[src/rtl/pla_sweep_pkg.sv]
// pla_sweep_pkg: shared types and constants for the PLA equivalence sweep controller
//   state_t    : controller state encoding (IDLE, RUN, DONE)
//   MISR_POLY  : Galois feedback taps for x^16+x^12+x^3+x+1
//   MISR_SEED  : MISR value after reset and at the start of every sweep
//   N_IN_DEF   : default width of the swept input vector
package pla_sweep_pkg;

    localparam int          N_IN_DEF  = 15;
    localparam logic [15:0] MISR_POLY = 16'h100B;
    localparam logic [15:0] MISR_SEED = 16'hFFFF;

    typedef enum logic [1:0] {
        S_IDLE = 2'd0,
        S_RUN  = 2'd1,
        S_DONE = 2'd2
    } state_t;

endpackage

[src/rtl/pla_sweep_if.sv]
// pla_sweep_if: sweep control, function-under-test and result signals
//   i_start/i_abort/i_hold         : sweep commands into the controller
//   i_start_vec/i_end_vec          : inclusive sweep range, sampled on start
//   o_x, i_y_ref, i_y_dut          : vector to both netlists and their outputs
//   o_busy/o_done/o_aborted        : sweep status
//   o_onset_cnt/o_mism_cnt         : saturating result counters
//   o_first_mism/o_signature       : first failing vector and y_ref MISR
//   master : stimulus side (drives commands and netlist outputs)
//   slave  : controller side
interface pla_sweep_if
    import pla_sweep_pkg::*;
#(
    parameter int N_IN  = N_IN_DEF,
    parameter int CNT_W = N_IN + 1
);

    logic             i_start;
    logic             i_abort;
    logic             i_hold;
    logic [N_IN-1:0]  i_start_vec;
    logic [N_IN-1:0]  i_end_vec;
    logic [N_IN-1:0]  o_x;
    logic             i_y_ref;
    logic             i_y_dut;
    logic             o_busy;
    logic             o_done;
    logic             o_aborted;
    logic [CNT_W-1:0] o_onset_cnt;
    logic [CNT_W-1:0] o_mism_cnt;
    logic [N_IN-1:0]  o_first_mism;
    logic [15:0]      o_signature;

    modport master (
        output i_start, i_abort, i_hold, i_start_vec, i_end_vec, i_y_ref, i_y_dut,
        input  o_x, o_busy, o_done, o_aborted, o_onset_cnt, o_mism_cnt,
               o_first_mism, o_signature
    );

    modport slave (
        input  i_start, i_abort, i_hold, i_start_vec, i_end_vec, i_y_ref, i_y_dut,
        output o_x, o_busy, o_done, o_aborted, o_onset_cnt, o_mism_cnt,
               o_first_mism, o_signature
    );

endinterface

[src/rtl/pla_sweep_misr.sv]
// pla_sweep_misr: 16-bit single-input Galois MISR compacting the reference output stream
//   clk   : clock
//   rst_n : asynchronous active-low reset, loads the seed
//   init  : reload the seed (takes priority over en)
//   en    : absorb din this cycle
//   din   : serial input bit
//   sig   : current signature
module pla_sweep_misr
    import pla_sweep_pkg::*;
(
    input  logic        clk,
    input  logic        rst_n,
    input  logic        init,
    input  logic        en,
    input  logic        din,
    output logic [15:0] sig
);

    logic [15:0] r_sig;
    logic [15:0] w_step;

    // Shift left, fold the taps back in when the MSB falls out, inject din at bit 0
    assign w_step = {r_sig[14:0], 1'b0} ^ (r_sig[15] ? MISR_POLY : 16'h0000) ^ {15'd0, din};

    always_ff @(posedge clk or negedge rst_n) begin
        if (!rst_n)
            r_sig <= MISR_SEED;
        else if (init)
            r_sig <= MISR_SEED;
        else if (en)
            r_sig <= w_step;
    end

    assign sig = r_sig;

endmodule

[src/rtl/pla_sweep_ctrl.sv]
// pla_sweep_ctrl: sweeps an input range through reference and optimized netlists and compares them
//   clk   : clock, all state on the rising edge
//   rst_n : asynchronous active-low reset
//   bus   : pla_sweep_if slave modport (commands, vector out, netlist outputs, results)
// One vector is evaluated per RUN cycle unless held or aborted; the range is inclusive
// and wraps modulo 2^N_IN. Results persist from completion until the next accepted start.
module pla_sweep_ctrl
    import pla_sweep_pkg::*;
#(
    parameter int N_IN  = N_IN_DEF,
    parameter int CNT_W = N_IN + 1
) (
    input  logic       clk,
    input  logic       rst_n,
    pla_sweep_if.slave bus
);

    localparam logic [CNT_W-1:0] CNT_MAX = '1;
    localparam logic [CNT_W-1:0] CNT_ONE = CNT_W'(1);
    localparam logic [N_IN-1:0]  X_ONE   = N_IN'(1);

    state_t           r_state;
    state_t           w_next;
    logic [N_IN-1:0]  r_x;
    logic [N_IN-1:0]  r_end;
    logic [N_IN-1:0]  r_first;
    logic [CNT_W-1:0] r_onset;
    logic [CNT_W-1:0] r_mism;
    logic             r_aborted;
    logic             w_accept;
    logic             w_abort;
    logic             w_eval;
    logic             w_last;
    logic             w_mism;
    logic [15:0]      w_sig;

    always_comb begin
        w_accept = (r_state == S_IDLE) && bus.i_start;
        w_abort  = (r_state == S_RUN) && bus.i_abort;
        // Abort outranks hold, and both suppress evaluation
        w_eval   = (r_state == S_RUN) && !bus.i_abort && !bus.i_hold;
        w_last   = (r_x == r_end);
        w_mism   = bus.i_y_ref != bus.i_y_dut;
        w_next   = r_state;
        case (r_state)
            S_IDLE:  w_next = bus.i_start ? S_RUN : S_IDLE;
            S_RUN:   w_next = (w_abort || (w_eval && w_last)) ? S_DONE : S_RUN;
            default: w_next = S_IDLE;
        endcase
    end

    always_ff @(posedge clk or negedge rst_n) begin
        if (!rst_n)
            r_state <= S_IDLE;
        else
            r_state <= w_next;
    end

    always_ff @(posedge clk or negedge rst_n) begin
        if (!rst_n) begin
            r_x       <= '0;
            r_end     <= '0;
            r_first   <= '0;
            r_onset   <= '0;
            r_mism    <= '0;
            r_aborted <= 1'b0;
        end else if (w_accept) begin
            r_x       <= bus.i_start_vec;
            r_end     <= bus.i_end_vec;
            r_first   <= '0;
            r_onset   <= '0;
            r_mism    <= '0;
            r_aborted <= 1'b0;
        end else if (w_abort) begin
            r_aborted <= 1'b1;
        end else if (w_eval) begin
            // x stays on the end vector so it still shows the last evaluation
            if (!w_last)
                r_x <= r_x + X_ONE;
            if (bus.i_y_ref && r_onset != CNT_MAX)
                r_onset <= r_onset + CNT_ONE;
            if (w_mism && r_mism != CNT_MAX)
                r_mism <= r_mism + CNT_ONE;
            if (w_mism && r_mism == '0)
                r_first <= r_x;
        end
    end

    pla_sweep_misr u_misr (
        .clk   (clk),
        .rst_n (rst_n),
        .init  (w_accept),
        .en    (w_eval),
        .din   (bus.i_y_ref),
        .sig   (w_sig)
    );

    assign bus.o_x          = r_x;
    assign bus.o_busy       = (r_state == S_RUN);
    assign bus.o_done       = (r_state == S_DONE);
    assign bus.o_aborted    = r_aborted;
    assign bus.o_onset_cnt  = r_onset;
    assign bus.o_mism_cnt   = r_mism;
    assign bus.o_first_mism = r_first;
    assign bus.o_signature  = w_sig;

endmodule
[src/flat_wrapper.sv]
// flat-port wrapper written by rule: the top's interface ports become plain ports
module pla_sweep_ctrl_flat import pla_sweep_pkg::*;
#(
    parameter int N_IN  = N_IN_DEF,
    parameter int CNT_W = N_IN + 1
)
  (clk, rst_n, bus_i_start, bus_i_abort, bus_i_hold, bus_i_start_vec, bus_i_end_vec, bus_i_y_ref, bus_i_y_dut, bus_o_x, bus_o_busy, bus_o_done, bus_o_aborted, bus_o_onset_cnt, bus_o_mism_cnt, bus_o_first_mism, bus_o_signature);
  pla_sweep_if #(.N_IN(N_IN), .CNT_W(CNT_W)) bus_i ();
  input  logic clk;
  input  logic rst_n;
  input wire logic [$bits(bus_i.i_start)-1:0] bus_i_start;
  input wire logic [$bits(bus_i.i_abort)-1:0] bus_i_abort;
  input wire logic [$bits(bus_i.i_hold)-1:0] bus_i_hold;
  input wire logic [$bits(bus_i.i_start_vec)-1:0] bus_i_start_vec;
  input wire logic [$bits(bus_i.i_end_vec)-1:0] bus_i_end_vec;
  input wire logic [$bits(bus_i.i_y_ref)-1:0] bus_i_y_ref;
  input wire logic [$bits(bus_i.i_y_dut)-1:0] bus_i_y_dut;
  output wire logic [$bits(bus_i.o_x)-1:0] bus_o_x;
  output wire logic [$bits(bus_i.o_busy)-1:0] bus_o_busy;
  output wire logic [$bits(bus_i.o_done)-1:0] bus_o_done;
  output wire logic [$bits(bus_i.o_aborted)-1:0] bus_o_aborted;
  output wire logic [$bits(bus_i.o_onset_cnt)-1:0] bus_o_onset_cnt;
  output wire logic [$bits(bus_i.o_mism_cnt)-1:0] bus_o_mism_cnt;
  output wire logic [$bits(bus_i.o_first_mism)-1:0] bus_o_first_mism;
  output wire logic [$bits(bus_i.o_signature)-1:0] bus_o_signature;
  assign bus_i.i_start = bus_i_start;
  assign bus_i.i_abort = bus_i_abort;
  assign bus_i.i_hold = bus_i_hold;
  assign bus_i.i_start_vec = bus_i_start_vec;
  assign bus_i.i_end_vec = bus_i_end_vec;
  assign bus_i.i_y_ref = bus_i_y_ref;
  assign bus_i.i_y_dut = bus_i_y_dut;
  assign bus_o_x = bus_i.o_x;
  assign bus_o_busy = bus_i.o_busy;
  assign bus_o_done = bus_i.o_done;
  assign bus_o_aborted = bus_i.o_aborted;
  assign bus_o_onset_cnt = bus_i.o_onset_cnt;
  assign bus_o_mism_cnt = bus_i.o_mism_cnt;
  assign bus_o_first_mism = bus_i.o_first_mism;
  assign bus_o_signature = bus_i.o_signature;
  pla_sweep_ctrl #(.N_IN(N_IN), .CNT_W(CNT_W)) u_core (.clk(clk), .rst_n(rst_n), .bus(bus_i));
endmodule
[config.mk]
export PLATFORM = sky130hd
export DESIGN_NAME = pla_sweep_ctrl_flat
export DESIGN_NICKNAME = d
export VERILOG_FILES = /design/src/rtl/pla_sweep_pkg.sv /design/src/rtl/pla_sweep_if.sv /design/src/rtl/pla_sweep_misr.sv /design/src/rtl/pla_sweep_ctrl.sv /design/src/flat_wrapper.sv
export SDC_FILE = /design/constraint.sdc
export NUM_CORES = 1
export LEC_CHECK = 0
export ABC_AREA = 1
export BUFFER_PORTS_ARGS = -buffer_cell sky130_fd_sc_hd__clkbuf_2
export CORE_MARGIN = 3
export CORE_UTILIZATION = 40
export DETAILED_ROUTE_END_ITERATION = 7
export MAX_ROUTING_LAYER = met4
export SYNTH_ARGS = -nofsm -noshare
export SYNTH_HDL_FRONTEND = slang
export SYNTH_SLANG_ARGS = --single-unit
[constraint.sdc]
create_clock -name clk -period 1.8 [get_ports clk]
set_input_delay 0.36 -clock clk [delete_from_list [all_inputs] [get_ports clk]]
set_output_delay 0.36 -clock clk [all_outputs]
set_load 0.1 [all_outputs]
==> results of run 1 <==
routing by layer:
| layer | vias to the layer above | part of all wire | track usage | wire length, µm |
|---|---|---|---|---|
| met5 | - | 0 | - | 0 |
| li1 | 2694 | - | - | - |
| met4 | 0 | 0.012 | 0.06088 | 180 |
| met1 | 2533 | 0.45 | 0.2815 | 6954 |
| met2 | 165 | 0.47 | 0.3312 | 7233 |
| met3 | 14 | 0.067 | 0.05207 | 1030 |
power groups by stage:
stage	clock network [W]	logic (W)	registers, W
final	0.00233	0.00676	0.00352
after global routing	0.00249	0.00723	0.00362
after CTS	0.00239	0.00638	0.00351
after detailed placement	0	0.00636	0.00354
after global placement	0	0.00629	0.00352
after floorplan	0	0.00203	0.00660
placed cells by master (no fill, tap or decap), types with 5 or more instances in the layout:
cell type	instances
a21oi_1	11
a22oi_1	11
buf_12	8
buf_4	19
clkbuf_16	14
clkbuf_2	113
dfrtp_1	34
dfrtp_2	41
dfrtp_4	5
dfstp_2	16
inv_1	74
inv_2	5
nand2_1	265
nand3_1	78
nand4_1	6
nor2_1	72
o21ai_0	47
o21ai_1	15
xnor2_1	5
area by class of cell:
class | instances | area share
clock buffer | 12 | 0.03816
clock inverter | 4 | 0.01409
inverter | 80 | 0.04315
multi-input combinational | 557 | 0.3755
sequential | 96 | 0.3552
tap | 172 | 0.03067
timing repair buffer | 147 | 0.1432
timing repair:
action                                  CTS  global route
setup buffers                             0             4
endpoints found under the setup margin    0            46
endpoints found under the hold margin    14             0
hold buffers                              1             0
gates resized for setup                   0            24
metrics by stage:
step                hold WS [ns]  area (µm²)    util  TNS, ns  power [W]
floorplan                0.06441        5504       -  -0.5758   0.008626
global placement          0.2957        6390  0.4943        0   0.009809
detailed placement        0.2915        6390  0.4943        0   0.009896
CTS                       0.1870        6766  0.5234        0    0.01227
global route              0.2134        7017  0.5428  -0.3445    0.01334
finish                    0.2033        7017  0.5428        0    0.01261
worst paths after layout:
| path | to | cells after the start | slack, ns |
|---|---|---|---|
| worst max register to register | u_core.bus.o_mism_cnt[15]$_DFFE_PN0P_ | 9 | 0.07 |
| worst min-delay path | u_core.r_end[14]$_DFFE_PN0P_ | 3 | 0.20 |
| max in group asynchronous | u_core.u_misr.sig[13]$_DFFE_PN1P_ | 3 | 0.78 |
| min in group asynchronous | u_core.r_end[3]$_DFFE_PN0P_ | 2 | 0.47 |
| worst min register to register | u_core.bus.o_aborted$_DFFE_PN0P_ | 2 | 0.48 |
| worst max-delay path | u_core.bus.o_mism_cnt[15]$_DFFE_PN0P_ | 9 | 0.07 |
worst max-delay path, stage by stage, from the launching register on:
cell	delay [ns]
dfrtp_4	0.45
ha_2	0.19
nand2_2	0.08
nor2_4	0.13
nand2_1	0.10
o21ai_2	0.15
nand2_1	0.11
nand2_4	0.13
clkbuf_16	0.18
o21ai_0	0.09
sequential cells by signal, indices dropped and copies added, names as in the netlist:
signal and cells:
u_core.bus.o_x 15, u_core.bus.o_mism_cnt 16, u_core.bus.o_first_mism 15, u_core.r_state 2
u_core.r_end 15, u_core.bus.o_aborted 1, u_core.bus.o_onset_cnt 16, u_core.u_misr.sig 16
logic make-up (layout without fill, tap and decap cells):
logic type,count (synthesis),count (layout),synth area share
XOR/XNOR,7,7,0.01132
AO/OA/AOI/OAI,96,96,0.09915
AND/OR/NAND/NOR,449,450,0.3460
adder cells (fa/ha/maj),4,4,0.009245
buffers and inverters,108,243,0.08689
flip-flops,96,96,0.4474
==> impl_results.md, run 1 <==
- Outcome: completed
- Fin. max-slew vios: 0
- Top-count cell post-synth: nand2_1
- Final Hold Viols: 0
- Die width: around 120 µm
- Placed cell count: 1042
- Post-layout net count: 932
- Max FO, Critical Path: 15
- Max Freq: a little under 0.6 GHz
- CP Launch Type: flip-flop
- Crit. Startpoint: u_core.bus.o_mism_cnt[0]$_DFFE_PN0P_
- First-pass GRT wire length: around 25000 µm
- Top post-synthesis cells by area: dfrtp_1, nand2_1, dfstp_2, nand3_1, inv_1
- Initial DRC count: approximately 450
- # setup viols final: 0
- Effective utilization at floorplan: 0.4188
- Main synth FF type: dfrtp_1
- Required @ worst endpoint: 2.03 ns
- DRT antenna net count: 0
- Flops & latches, synth: 96
- Combinational share of power: 0.536
- Switching Share: 0.5369
- Post-route DRC: 0
- Core ar.: 12930 µm²
- Fraction of layout cells with a size suffix above 1: 0.2879
- Max Clock Skew: roughly 0.0064 ns
- # Max-Cap Violations: 0
- P_leak: about 3.5 nW
- Die ar.: 14970 µm²
- WL per Instance: approximately 14 µm
- Fin cells: 1068
- Ys async rst share: 1.000
- Mapped Cells: between 700 and 800
- Synth unique cells: 36
- Num ports: about 120
- Global route overflow: 0
- Pre-CTS worst setup slack: ~0.044 ns
- Sequential share of power: 0.279
- Area occupied by multi-input gates: 2635 µm²
- Reg-to-Reg Start: u_core.bus.o_mism_cnt[0]$_DFFE_PN0P_
- Crit end category: flip-flop
- Worst-Margin Slew: about 0.58 ns
- Initial antenna violation count: 0
- Largest net degree at the start of global routing: 46
- Cell Pwr Density: 1797 nW/µm²
- Hold Crit Class: in -> reg
- Diodes inserted: 0
- Part of the Yosys area used for sequential elements: 0.4474
- Hold path start: bus_i_end_vec[14]
- Clock net sink count: between 90 and 100
- Routed vias/inst: roughly 5
- Fill cells: around 1300
- Relative slew margins: 0.6136
- Mapped Avg Cell Area: between 7 and 8 µm²
- I/O Buffers: ~120
- Die height: 122.3 µm
- DR pass1 iterations: 4
- HPWL after DPL: between 10000 and 15000 µm
- NetSw: slightly below 0.007 W
- Max Buffers Root-to-Sink: 2
- GRT Overall Usage: 0.2140
- Syn_nets: 801
- Number of buffers created by CTS: 9
- H-Tree Depth: 3
- Final cycle utilization of the critical path: 0.9624
- Int Power: ~0.006 W
- Final WS setup: 0.06760 ns
- Synth area leader: dfrtp_1
- Routed vias: roughly 5400
- EDFF count, synth: 0
- Core Rows: 41
- Vias in the first global route: between 5000 and 6000
- CTS tree: yes
- Area growth syn-to-layout: 29.60%
- Worst vdd ir: roughly 1.1 mV
- Reg area: around 2500 µm²
- Final Critical Period: ~1.7 ns
- CTS clk-pin slew, worst paths: around 0.07 ns
- Clock Latency Late Sink: roughly 0.35 ns
- Final RePlAce weighted congestion: approximately 0.91
- Synth top area share: 0.3698
- Critical path type: reg -> reg
- Clk pwr share: 0.185
- Syn. warnings: 0
- Synth top cells by count: nand2_1, dfrtp_1, nand3_1, inv_1, nor2_1
- Total wire length: 15400 µm
- CP arrival: ~2.0 ns
- Clk root buf: clkbuf_16
- Synthesized area: 5414 µm²
Note: power is estimated with default switching activity, not from simulation.
==> inputs of run 2 (changes only) <==
- CORE_MARGIN: 3 -> not set
- SYNTH_HIERARCHICAL: not set -> 1
==> run 2 against run 1 <==
- via count fell by 0.98%
- core utilization down 2.6 points
- clock skew is 0.0015 ns lower
- sequential power grew 6.0%
- critical path depth fell by 8
- sequential share of layout area is 0.73 points higher
==> impl_results.md, run 2 <==
- Outcome: completed
- Routed vias/inst: around 5
- Hold path depth: 3
- Diodes inserted: 0
- Syn_nets: ~840
- CTS tree: yes
- DRT antenna net count: 0
- Area growth syn-to-layout: 24.77%
- CP peak stage delay: ~0.56 ns
- Met3 routed WL: ~860 µm
- Final Critical Period: approximately 1.7 ns
- Flops & latches, synth: 96
- Effective utilization at floorplan: 0.4140
- Total wire length: between 10000 and 15000 µm
- DR pass1 iterations: 5
- Max Freq: around 0.58 GHz
- Commonest non-fill, non-tap cell in the layout: nand2_1
- Initial DRC count: 256
- Ys async rst share: 1.000
- Mapped Cells: about 800
- Slowest cell on crit path: dfstp_2
- Synth unique cells: 36
- Setup Buffers After CTS: 0
- EDFF count, synth: 0
- Vias in the first global route: about 4800
- Crit-path leading delay family: flip-flops
- Clock net sink count: between 90 and 100
- # setup viols final: 0
- Final Util: 0.5166
- RSZ-0062 raised after global routing: yes
- Reg2Reg Depth: 9
- Part of the Yosys area used for sequential elements: 0.4383
- Detail Route met2 WL: between 6000 and 7000 µm
- Crit end category: output pin
- Clock Latency Late Sink: ~0.35 ns
- Required @ worst endpoint: between 1 and 1.5 ns
- Synthesized area: roughly 5500 µm²
- CP arrival: between 1 and 1.5 ns
- CTS clk-pin slew, worst paths: around 0.070 ns
- Critical path type: reg -> out
- Crit-path cells: clkbuf_2
- Syn. warnings: 6
- Final Hold Viols: 0
- H-Tree Depth: 3
- Initial antenna violation count: 0
- DR top layer: met4
- P_leak: between 3 and 4 nW
- WL per Instance: 13.40 µm
- WP depth: 1
- Max FO, Critical Path: 4
- Number of buffers created by CTS: 9
- Fin. max-slew vios: 0
- # Max-Cap Violations: 0
- Worst Path Buf+Inv: 1
- Top post-synthesis cells by area: dfrtp_1, nand2_1, dfstp_2, nand3_1, nor2_1
- Mapped Avg Cell Area: a little under 7 µm²
- Hold Crit Class: in -> reg
- Die width: ~120 µm
- Cell Pwr Density: slightly below 2000 nW/µm²
- Synth top area share: 0.3622
- Main synth FF type: dfrtp_1
- Final cycle utilization of the critical path: 0.9648
- I/O Buffers: 117
- Core Rows: between 40 and 50
- Max Clock Skew: just under 0.005 ns
- Core ar.: ~13000 µm²
- Worst vdd ir: about 1.3 mV
- Fill cells: 1423
- Most frequent cells in the layout: nand2_1, clkbuf_2, nor2_1
- Die height: 119.5 µm
- Met1 Wirelength: roughly 7200 µm
- Worst-Margin Slew: about 0.55 ns
- Fraction of layout cells with a size suffix above 1: 0.2695
- First-pass GRT wire length: approximately 24000 µm
- HPWL after DPL: 10600 µm
- Post-route DRC: 0
- Largest net degree at the start of global routing: between 40 and 50
- CP Launch Type: flip-flop
- Setup tns final: 0 ns
- Final RePlAce weighted congestion: slightly below 0.9
- Post-layout net count: 960
- Die ar.: roughly 14000 µm²
- Reg area: 2500 µm²
- Synth area leader: dfrtp_1
- Synth top cells by count: nand2_1, nor2_1, dfrtp_1, nand3_1, inv_1
- Num ports: 118
- Relative slew margins: 0.6362
- Routed vias: approximately 5400
- Area occupied by multi-input gates: 2686 µm²
- GRT Overall Usage: 0.2240
- Top-count cell post-synth: nand2_1
- Global route overflow: 0
- Max Buffers Root-to-Sink: 2
- Clk root buf: clkbuf_16
[run 2: cell types whose count changed in the layout (fill, tap and decap cells not counted), moves of 11 or more]
cell / delta
inv_1: -12
o21ai_1: +19
a22oi_1: -11
nand2_1: +54
o21ai_0: -17
[run 2: per-stage QoR]
stage	hold WS [ns]	power, W	std cells	instance area, µm²	setup slack [ns]
final	0.2158	0.01337	1100	6895	0.06338
after global routing	0.2121	0.01419	1100	6895	-0.005971
after CTS	0.1994	0.01339	1099	6850	0.02208
after detailed placement	0.3433	0.01134	1082	6529	0.05079
after global placement	0.3398	0.01129	1082	6529	0.09531
after floorplan	0.06441	0.009893	796	5625	0.003523
[run 2: worst paths after layout]
check                                                  startpoint                                endpoint  slack [ns]
max reg2reg                 u_core/bus.o_onset_cnt[1]$_DFFE_PN0P_   u_core/bus.o_onset_cnt[4]$_DFFE_PN0P_        0.15
max in group asynchronous                                   rst_n        u_core/u_misr/sig[5]$_DFFE_PN1P_        0.70
min reg2reg                u_core/bus.o_first_mism[7]$_DFFE_PN0P_  u_core/bus.o_first_mism[7]$_DFFE_PN0P_        0.48
min in group asynchronous                                   rst_n   u_core/bus.o_onset_cnt[3]$_DFFE_PN0P_        0.49
max                              u_core/u_misr/sig[0]$_DFFE_PN1P_                      bus_o_signature[0]        0.06
min                                             bus_i_end_vec[12]            u_core/r_end[12]$_DFFE_PN0P_        0.22
[run 2: cell type report]
class	count	area share
Inverter	69	0.03865
Clock buffer	13	0.04228
Tap cell	176	0.03194
Clock inverter	3	0.002903
Sequential cell	96	0.3625
Multi-Input combinational cell	600	0.3896
Timing Repair Buffer	143	0.1321
[run 2: cells by family (layout without fill, tap and decap cells)]
family | after synthesis | in the layout | share of synthesized area
compound gates | 94 | 94 | 0.09056
xor+xnor | 4 | 4 | 0.006340
simple gates | 498 | 498 | 0.3724
flops | 96 | 96 | 0.4383
fa+ha+maj | 4 | 4 | 0.009056
buf+inv | 100 | 228 | 0.08331
[run 2: what timing repair did]
action                                  CTS  global route
hold endpoints to repair                 30             0
hold buffers                              1             0
endpoints found under the setup margin    0            40
resized for setup                         0             6
[run 2: report_power, final]
group | switching [W] | internal (W) | total (W)
Combinational | 0.00601 | 0.00162 | 0.00763
Clock | 0.000863 | 0.00114 | 0.00200
Sequential | 0.000700 | 0.00303 | 0.00373
Total | 0.00758 | 0.00579 | 0.0134
[run 2: layer usage]
metal	global-route usage	up-vias
met5	-	-
met4	0.05391	0
met3	0.05703	7
met2	0.3280	142
met1	0.3102	2444
li1	-	2760
==> inputs of run 3 (changes only) <==
--- a/config.mk
+++ b/config.mk
@@ -7,4 +7,5 @@
 export LEC_CHECK = 0
 export ABC_AREA = 1
+export ABC_CLOCK_PERIOD_IN_PS = 1800
 export BUFFER_PORTS_ARGS = -buffer_cell sky130_fd_sc_hd__clkbuf_2
 export CORE_UTILIZATION = 40
==> constraint.sdc (replaced) <==
create_clock -name clk -period 1.8 [get_ports clk]
set_input_delay 0.54 -clock clk [delete_from_list [all_inputs] [get_ports clk]]
set_output_delay 0.54 -clock clk [all_outputs]
set_load 0.1 [all_outputs]
==> run 3 against run 2 <==
- clock-buffer cell count down 2
- sequential power up 1%
- hold slack worse by 0.090 ns
- clock skew up 0.0023 ns
- combinational power up 10%
- total power up 7.9%
- wire length down 0.71%
- die area unchanged
- cell count up 0.73%
- via count down 0.41%
- highest routed layer unchanged
==> impl_results.md, run 3 (synthesis results as in run 2) <==
- Area occupied by multi-input gates: about 2700 µm²
- Worst-Margin Slew: approximately 0.55 ns
- Post-route DRC: 0
- GR met3 Demand/Resource: 0.05323
- WL per Instance: between 10 and 15 µm
- Max Buffers Root-to-Sink: 2
- Slowest cell on crit path: dfrtp_4
- Outcome: completed
- Relative slew margins: 0.6316
- Reg-to-reg slack, setup: about 0.14 ns
- RSZ-0062 raised after global routing: no
- Number of buffers created by CTS: 9
- Area growth syn-to-layout: 32.96%
- Die width: between 100 and 150 µm
- Reg area: 2500 µm²
- Fin. max-slew vios: 0
- Placed cell count: around 1100
- Grt met2 use: 0.3331
- # Max-Cap Violations: 0
- P_leak: roughly 3.6 nW
- Diodes inserted: 0
- H-Tree Depth: 3
- CTS tree: yes
- Max Clock Skew: between 0.007 and 0.008 ns
- GRT Overall Usage: 0.2210
- DR pass1 iterations: 4
- Final cycle utilization of the critical path: 0.9760
- CP Launch Type: flip-flop
- Vias in the first global route: about 4900
- GR Layer Usage met1: 0.2971
- Clock Latency Late Sink: roughly 0.35 ns
- Initial antenna violation count: 0
- Fin cells: approximately 1100
- Crit-path leading delay family: flip-flops
- Max Freq: between 0.5 and 0.6 GHz
- Routed vias: approximately 5300
- Busiest grt layer: met2
- I/O Buffers: around 120
- Cell Pwr Density: roughly 2000 nW/µm²
- Final RePlAce weighted congestion: around 0.88
- Reg-to-Reg Start: u_core/bus.o_mism_cnt[0]$_DFFE_PN0P_
- Fraction of layout cells with a size suffix above 1: 0.2800
- Final Hold Viols: 0
- Largest net degree at the start of global routing: 35
- Setup tns final: 0 ns
- # setup viols final: 0
- Crit. Startpoint: u_core/bus.o_onset_cnt[0]$_DFFE_PN0P_
- Final Util: 0.5505
- Reg2Reg Depth: 9
- DRT antenna net count: 0
- CTS clk-pin slew, worst paths: ~0.06 ns
- Worst Path Buf+Inv: 2
- Final WS setup: ~0.043 ns
- Initial DRC count: 308
- Num ports: roughly 120
- Critical Path End: bus_o_onset_cnt[0]
- Clk root buf: clkbuf_16
- Worst vdd ir: ~1.2 mV
- Final Critical Period: roughly 1.8 ns
- Clock net sink count: 96
- Crit end category: output pin
- RR Endpoint: u_core/bus.o_first_mism[8]$_DFFE_PN0P_
- First-pass GRT wire length: approximately 24000 µm
- Pre-CTS worst setup slack: between 0.015 and 0.02 ns
- Max FO, Critical Path: 4
- Total wire length: about 15000 µm
- Die ar.: 14290 µm²
- CP arrival: roughly 1.2 ns
- Routed vias/inst: 4.811
- Required @ worst endpoint: 1.26 ns
- Crit-path cells: buf_4 > buf_4
- Core Rows: 42
- CP dominant cell by count: buf_4
- Critical path type: reg -> out
- Commonest non-fill, non-tap cell in the layout: nand2_1
- WP depth: 2
- Global route overflow: 0
- Final Power: between 0.01 and 0.015 W
- Effective utilization at floorplan: 0.4140
- Hold Crit Class: in -> async
- Die height: ~120 µm
- Post-layout net count: slightly below 1000
- Core ar.: about 13000 µm²
- CP peak stage delay: around 0.48 ns
- Fill cells: around 1300
- HPWL after DPL: approximately 11000 µm
- Most frequent cells in the layout: nand2_1, nor2_1, nand3_1
-- run 3: how the worst min path moves through the flow --
stage / from / end / depth (start not counted)
3_3_place_gp: u_core/bus.o_aborted$_DFFE_PN0P_ / u_core/bus.o_aborted$_DFFE_PN0P_ / 2
6_report: rst_n / u_core/bus.o_onset_cnt[2]$_DFFE_PN0P_ / 1
2_1_floorplan: rst_n / u_core/bus.o_aborted$_DFFE_PN0P_ / 0
5_1_grt: rst_n / u_core/bus.o_onset_cnt[2]$_DFFE_PN0P_ / 1
3_5_place_dp: u_core/bus.o_first_mism[13]$_DFFE_PN0P_ / u_core/bus.o_first_mism[13]$_DFFE_PN0P_ / 2
4_1_cts: rst_n / u_core/bus.o_x[11]$_DFFE_PN0P_ / 1
-- run 3: report_power, final --
| part | switching (W) | leakage, nW | internal (W) | total [W] |
|---|---|---|---|---|
| Clock | 0.000848 | 0.164 | 0.00136 | 0.00221 |
| Sequential | 0.000746 | 1.15 | 0.00304 | 0.00378 |
| Combinational | 0.00607 | 2.28 | 0.00235 | 0.00842 |
-- run 3: cell type report --
type                       count  share of cell area
tap                          176             0.02997
clock inverter                 5             0.01413
sequential                    96              0.3402
clock buffer                  11             0.03167
timing repair buffer         151              0.1822
inverter                      69             0.03593
multi-input combinational    600              0.3659
-- run 3: per-layer routing --
layer  share of wire  wire, µm
met5               0         0
met2            0.45      6576
met3           0.054       797
met4           0.012       170
met1            0.48      7093
-- run 3: timing repair --
action,CTS,global route
hold buffers,0,0
endpoints found under the setup margin,1,35
resized for setup,1,8
pin swaps,0,0
buffers inserted,1,2
-- run 3: per-stage QoR --
step                cell area (µm²)  hold WS [ns]
floorplan                      5625        0.2444
global placement               6962        0.4617
detailed placement             6962        0.4754
CTS                            7306        0.1377
global route                   7348        0.1592
finish                         7348        0.1256
